==> config.mk <==
export PLATFORM = sky130hd
export DESIGN_NAME = sdram_arbiter
export DESIGN_NICKNAME = d
export VERILOG_FILES = /design/src/rtl/sdram_arbiter.sv
export SDC_FILE = /design/constraint.sdc
export NUM_CORES = 1
export LEC_CHECK = 0
export ABC_CLOCK_PERIOD_IN_PS = 3290
export BUFFER_PORTS_ARGS = -buffer_cell sky130_fd_sc_hd__clkbuf_2
export CAP_MARGIN = 20
export CORE_ASPECT_RATIO = 1.5
export CORE_MARGIN = 2
export CORE_UTILIZATION = 40
export CTS_BUF_LIST = sky130_fd_sc_hd__clkbuf_8
export CTS_CLUSTER_DIAMETER = 150
export DETAILED_ROUTE_END_ITERATION = 10
export MAX_ROUTING_LAYER = met4
export PLACE_DENSITY_LB_ADDON = 0.3
export SETUP_SLACK_MARGIN = 0.05
export SYNTH_ARGS = -nofsm -noshare
export SYNTH_HDL_FRONTEND = slang
export SYNTH_SLANG_ARGS = --single-unit
==> constraint.sdc <==
create_clock -name CLK -period 3.29 [get_ports CLK]
set_input_delay 0.329 -clock CLK [delete_from_list [all_inputs] [get_ports CLK]]
set_output_delay 0.329 -clock CLK [all_outputs]
set_load 0.1 [all_outputs]
==> src/rtl/sdram_arbiter.sv <==
// Command scheduler sharing the SDRAM cmd/addr/bank pins between the init,
// refresh, write and read engines, with refresh priority and a grant watchdog.
module sdram_arbiter #(
  parameter int TIMEOUT_CYC = 1023,
  parameter int CNT_W       = 10
) (
  input  logic             CLK,
  input  logic             RSTn,
  input  logic             flag_init_end,
  input  logic [3:0]       init_cmd,
  input  logic [11:0]      init_addr,
  input  logic             ref_req,
  input  logic             flag_ref_end,
  input  logic [3:0]       ref_cmd,
  input  logic [11:0]      ref_addr,
  input  logic             wr_req,
  input  logic             flag_wr_end,
  input  logic [3:0]       wr_cmd,
  input  logic [11:0]      wr_addr,
  input  logic [1:0]       wr_bank,
  input  logic             rd_req,
  input  logic             flag_rd_end,
  input  logic [3:0]       rd_cmd,
  input  logic [11:0]      rd_addr,
  input  logic [1:0]       rd_bank,
  output logic             ref_en,
  output logic             wr_en,
  output logic             rd_en,
  output logic [3:0]       sd_cmd,
  output logic [11:0]      sd_addr,
  output logic [1:0]       sd_bank,
  output logic             wr_dq_oe,
  output logic [4:0]       state_o,
  output logic             timeout_err
);

  typedef enum logic [4:0] {
    IDLE  = 5'b00001,
    ARBIT = 5'b00010,
    AREF  = 5'b00100,
    WRITE = 5'b01000,
    READ  = 5'b10000
  } state_t;

  localparam logic [3:0]       CMD_NOP  = 4'b0111;
  localparam logic [CNT_W-1:0] CNT_LAST = CNT_W'(TIMEOUT_CYC - 1);

  state_t           state_q;
  logic             ref_en_q, wr_en_q, rd_en_q;
  logic             last_wr_q;
  logic             err_q;
  logic [CNT_W-1:0] cnt_q;
  logic             end_hit;
  logic             pick_wr;

  // Only the granted engine's end flag may close the grant.
  always_comb begin
    end_hit = ((state_q == AREF)  && flag_ref_end) ||
              ((state_q == WRITE) && flag_wr_end)  ||
              ((state_q == READ)  && flag_rd_end);
    pick_wr = wr_req && (!rd_req || !last_wr_q);
  end

  always_ff @(posedge CLK or negedge RSTn) begin
    if (!RSTn) begin
      state_q   <= IDLE;
      ref_en_q  <= 1'b0;
      wr_en_q   <= 1'b0;
      rd_en_q   <= 1'b0;
      last_wr_q <= 1'b0;
      err_q     <= 1'b0;
      cnt_q     <= '0;
    end else begin
      ref_en_q <= 1'b0;
      wr_en_q  <= 1'b0;
      rd_en_q  <= 1'b0;
      case (state_q)
        IDLE: if (flag_init_end) state_q <= ARBIT;
        ARBIT: begin
          cnt_q <= '0;
          if (ref_req) begin
            state_q  <= AREF;
            ref_en_q <= 1'b1;
          end else if (wr_req || rd_req) begin
            if (pick_wr) begin
              state_q   <= WRITE;
              wr_en_q   <= 1'b1;
              last_wr_q <= 1'b1;
            end else begin
              state_q   <= READ;
              rd_en_q   <= 1'b1;
              last_wr_q <= 1'b0;
            end
          end
        end
        AREF, WRITE, READ: begin
          // An end flag arriving on the timeout cycle is a clean finish.
          if (end_hit) begin
            state_q <= ARBIT;
          end else if (cnt_q == CNT_LAST) begin
            state_q <= ARBIT;
            err_q   <= 1'b1;
          end else begin
            cnt_q <= cnt_q + CNT_W'(1);
          end
        end
        default: state_q <= IDLE;
      endcase
    end
  end

  always_comb begin
    sd_cmd  = CMD_NOP;
    sd_addr = '0;
    sd_bank = '0;
    case (state_q)
      IDLE: begin
        sd_cmd  = init_cmd;
        sd_addr = init_addr;
      end
      AREF: begin
        sd_cmd  = ref_cmd;
        sd_addr = ref_addr;
      end
      WRITE: begin
        sd_cmd  = wr_cmd;
        sd_addr = wr_addr;
        sd_bank = wr_bank;
      end
      READ: begin
        sd_cmd  = rd_cmd;
        sd_addr = rd_addr;
        sd_bank = rd_bank;
      end
      default: ;
    endcase
  end

  assign ref_en      = ref_en_q;
  assign wr_en       = wr_en_q;
  assign rd_en       = rd_en_q;
  assign wr_dq_oe    = (state_q == WRITE);
  assign state_o     = state_q;
  assign timeout_err = err_q;

endmodule

Word level (Yosys, flattened, before mapping)
Index checks and enable logic that the tools add are counted.

word-level totals
  word-level logic and storage cells = 60
  flip-flop bits (word level) = 20
  bits of input ports = 77
  output and inout port bits = 28

cells by class
  eq/ne operators = 11
  mux-type cells = 23
  bitwise logic cells = 2
  reduce and logical (&&, ||, !) cells = 16
  add/subtract/negate cells = 1

operator list
  cell                     number
  $pmux W12 S4             1
  $mux W5                  6
  $mux W10                 2
  $pmux W10 S2             1
  $pmux W4 S4              1
  $pmux W5 S3              1
  $reduce_and A3 Y1        4
  $add A10 B1 Y10 const B  1
  $eq A10 B10 Y1 const B   1
  $mux W1                  10
  $ne A2 B2 Y1 const B     3
  $ne A3 B3 Y1 const B     2
  $eq A5 B1 Y1 const B     1
  $eq A5 B2 Y1 const B     1
  $eq A5 B3 Y1 const B     1
  $eq A5 B4 Y1 const B     1
  $eq A5 B5 Y1 const B     1
  $logic_and A1 B1 Y1      4
  $logic_or A1 B1 Y1       4
  $pmux W2 S2              1
  $reduce_or A3 Y1         1
  $logic_not A1 Y1         2
  $not A1 Y1               2
  $reduce_bool A2 Y1       1

Longest topological paths before layout
  depth after elaboration = 7
  depth in mapped cells = 9
  depth with buffers taken out = 6

Worst setup path before layout
Ideal clock, no wire load.

  path type = flip-flop to output port
  start point = register state_q[3] (netlist: state_o[3])
  end point = output port sd_addr[10]
  buffers on the path = 3
  data arrival time = 3525 ps
  data required time = 2961 ps
  cell stages (with the launch flop) = 7
  setup slack = -564 ps
  path through = dfrtp_1 -> buf_2 -> and3b_1 -> buf_2 -> buf_1 -> a22oi_1 -> nand2_1

between the ends
  cells in the longest elaborated chain, start to end = 2
  elaborated cells between the ends (all ways) = 5
  those cells by class = eq/ne: 4; mux: 1

ends and longest elaborated chain
  element                   RTL line  text
  start: declaration        48        state_t state_q;
  start signal: assignment  66        state_q <= IDLE;
  start signal: assignment  78        IDLE: if (flag_init_end) state_q <= ARBIT;
  start signal: assignment  82        state_q <= AREF;
  $eq A5 B4 Y1              -
  via wr_dq_oe              32        output logic wr_dq_oe,
  $pmux W12 S4              116       case (state_q)
  end: declaration          30        output logic [11:0] sd_addr,

The timed path passes the listed nets, and every way through them passes these cells.

Worst setup path after layout
  start point = register state_q[2] (netlist: state_o[2])
  end point = output port sd_cmd[2]

between the ends
  cells in the longest elaborated chain, start to end = 2
  elaborated cells between the ends (all ways) = 5
  those cells by class = eq/ne: 4; mux: 1

ends and longest elaborated chain
  element                                     RTL line  text
  $eq A5 B5 Y1, or another cell as far along  116
  $pmux W4 S4 (*)                             116
  end: declaration                            29        output logic [3:0] sd_cmd,

Every way passes the cells marked *; elsewhere a longest branch is shown, timed or not.

==> metrics list <==
* Max-slew violation count: 0
- CTS buffer count: 3
- Die ar.: 0.00415 mm^2
* Final Wtd Congestion: roughly 0.8
- # port buffers: ~100
- Period Utilization, post-route: between 80% and 90%
* Horizontal die dimension: roughly 53 um
- Static Leakage: about 1.1 nW
- Between clock sinks in the finished design, the worst skew comes to about 0.0042 ns.
- Syn Area/Cell: about 8.6 um^2
- Number of cell rows: 26
- Clock insertion delay at the later pin of the skew report: about 0.26 ns
- The cell sitting at the root of the clock tree is a clkbuf_8.
* Final Hold Vio Count: 0
* Total chip power: approximately 0.002 W
- IR analysis of the VDD net gives a maximum drop of 0.995 mV.
- For this run, design rule violations remaining after detail routing come to 0.
- Number of antenna violations at the first check in global routing: 0
* Seq cells post-synth: 20
- Number of global-route vias before repair: ~1,600
- Number of top-level design ports: about 110
* Clock slew seen by the registers of the worst setup and hold paths: approximately 0.08 ns
- Number of search-and-repair iterations in the first detailed-routing pass: 7
- Fraction of layout instances using a drive strength above 1: about half
- Pin count of the biggest net entering global routing: 21
- Pin slew with the least headroom to its limit: approximately 0.74 ns
* Required time at the worst-slack endpoint: just under 3 ns
* Net count after synthesis: 248
* Total number of H-tree levels: 1
- Via count: 1,795
* Outcome: complete, no violations
* Drt first-iter violations: 90
- Start-to-end type of the worst setup path: reg2out
* Area grow syn2layout: 41.6%
* RSZ-0062 raised after global routing: false
- Clock tree synthesis found a total of 20 sinks.
- Among all flip-flop cells after synthesis, the most frequent one is dfrtp_1.
- Starting utilization of the core area: around 42%
- The HPWL after detailed placement is 4000 um.
- Global-route wire length before repair: 7420 um
- Layout fillers: ~350
* Clock tree from TritonCTS: done
- After detailed routing, the total wire length is 5010 um.
- Category of the worst setup path launch point: register
- Adding up every negative setup slack in the final design gives 0 ns.
- Summing all flip-flop and latch instances after layout gives approximately 500 um^2.
- Once detail routing completed, the nets flagged for antenna violations numbered 0.
- For this run, the number of Yosys warnings is 0.
* Max-capacitance violation count: 0
- Synthesized netlist cell count: 169
* Number of library cell types mapped by synthesis: 39
- Kind of end point of the critical path: output pin
- After clock tree synthesis, the repair step resized 0 gates.
* Number of synthesized flops with an enable pin: 0
* CTS Buffer Depth: 2
- For this run, asynchronously set or reset flops after synthesis account for between 90% and 100%.
- The floorplan step defined a core boundary enclosing around 0.0034 mm^2.
- In the final routed layout, each cell accounts on average for ~16 um.
- The repair_antennas step left the layout with diodes totalling 0.
- Setup bufs post-CTS: 0
- The min-delay analysis places its worst path in the category in2async.
- Buffers inserted to repair hold after CTS numbered 0.
- Final Critical Period: 2.85 ns
- In this run the tightest slew margin relative to its limit is roughly half.
* Power density cells: between 900 and 1000 mW/mm^2
- Routed vias/inst: between 5 and 6
- For this run the aggregate overflow at the end of global routing stands at 0.
- Total GRT Usage: roughly 25%
* Highest clock rate: roughly 350 MHz
- Measured along the y axis, the die boundary spans a little under 80 um.
- Area occupied by multi-input gates: 897 um^2
- Largest fanout of any net on the critical path: 19
- Final Setup Violations: 0
- Post-layout net count: ~350
- For the worst setup path, the data arrival time is 2.52 ns.
- The synthesized netlist occupies a cell area of roughly 0.0015 mm^2.
- Sequential fraction of the synthesis area: 34.5%
==> metal layers <==
layer / track usage (%) / up-vias / share of wire, %
li1: - / 841 / -
met4: 6.92 / 0 / 1.2
met5: - / - / 0
met2: 44.4 / 113 / 52
met3: 4.23 / 6 / 12
met1: 27.5 / 835 / 34
==> final timing paths <==
kind | start | end | slack [ns] | depth (start not counted)
max | state_o[2] | sd_cmd[2] | 0.44 | 5
min | RSTn | cnt_q[9] | 0.02 | 1
max reg2reg | state_o[4] | state_o[4] | 1.04 | 6
min reg2reg | last_wr_q | last_wr_q | 0.48 | 1
max in group asynchronous | RSTn | state_o[0] | 2.91 | 1
min in group CLK | flag_init_end | state_o[0] | 0.27 | 2
==> flip-flops by register name, indices dropped and copies added, names as in the netlist <==
name,cells
cnt_q,10
state_o,5
last_wr_q,1
rd_en,1
ref_en,1
timeout_err,1
wr_en,1
==> Yosys cell counts, types with 2 or more instances <==
master | n | area (um^2)
a21o_1 | 2 | 15.0
a21oi_1 | 3 | 15.0
a222oi_1 | 3 | 30.0
a22o_1 | 2 | 17.5
a22oi_1 | 26 | 195
a31oi_1 | 4 | 25.0
and3_1 | 4 | 25.0
and3b_1 | 3 | 26.3
buf_2 | 4 | 20.0
buf_6 | 2 | 22.5
clkbuf_1 | 6 | 22.5
dfrtp_1 | 19 | 475
ha_1 | 2 | 25.0
inv_1 | 3 | 11.3
mux2i_1 | 2 | 20.0
nand2_1 | 30 | 113
nand3_1 | 8 | 40.0
nand3b_1 | 3 | 22.5
nand4_1 | 4 | 25.0
nor2_1 | 7 | 26.3
nor3_2 | 3 | 30.0
o211ai_1 | 3 | 22.5
o21ai_0 | 6 | 30.0
o21ai_1 | 2 | 10.0
o31ai_2 | 4 | 50.1
==> report_power, final <==
group / switching (W) / leakage, nW / internal [W]
Combinational: 0.00115 / 0.796 / 0.000241
Sequential: 0.0000675 / 0.271 / 0.000298
Clock: 0.0000829 / 0.0357 / 0.000162
==> area by class of cell <==
type	count	area share, %
inverters	3	0.546
clock inverters	1	1.46
well taps	42	2.55
repair buffers	105	25.6
clock buffers	3	2.00
flip-flops and latches	20	24.3
multi-input cells	133	43.5
==> critical path: stages (launching register included) <==
cell and delay (ns):
dfrtp_1 0.47, nor3_1 0.25, and3b_1 0.69, a222oi_1 0.27, nand2_1 0.12, clkbuf_2 0.46
==> stage by stage <==
step                instances  area, um^2  hold slack [ns]  worst slack [ns]  utilization (%)
global placement          303        1990            0.315             0.850             57.7
CTS                       307        2060           0.0392             0.466             59.8
finish                    307        2060           0.0246             0.438             59.8
global route              307        2060           0.0586             0.295             59.8
detailed placement        303        1990            0.321             0.780             57.7
floorplan                 169        1490           0.0334             0.131                -
==> kinds of logic (layout without fill, tap and decap cells) <==
group / count (synthesis) / after routing / share of synthesized area (%)
simple gates: 66 / 66 / 23.0
compound gates: 61 / 61 / 32.6
flops: 20 / 20 / 34.5
buf+inv: 16 / 112 / 5.50
mux: 3 / 3 / 2.15
fa+ha+maj: 2 / 2 / 1.72
xor+xnor: 1 / 1 / 0.601
==> placed cells by master, fill, tap and decap left out, types with 2 or more instances in the layout <==
cell,count
clkbuf_2,104
a22oi_1,26
nand2_1,21
dfrtp_1,19
nand2_2,9
nand3_1,8
nor2_1,7
o21ai_0,6
and3_1,4
nand4_1,4
o31ai_2,4
a31oi_1,4
and3b_1,3
a222oi_1,3
nor3_2,3
nand3b_1,3
o211ai_1,3
inv_1,3
a21oi_1,3
clkbuf_8,3
a22o_1,2
o21ai_1,2
a21o_1,2
mux2i_1,2
ha_1,2
No activity file was read; power rests on OpenSTA's default activity.
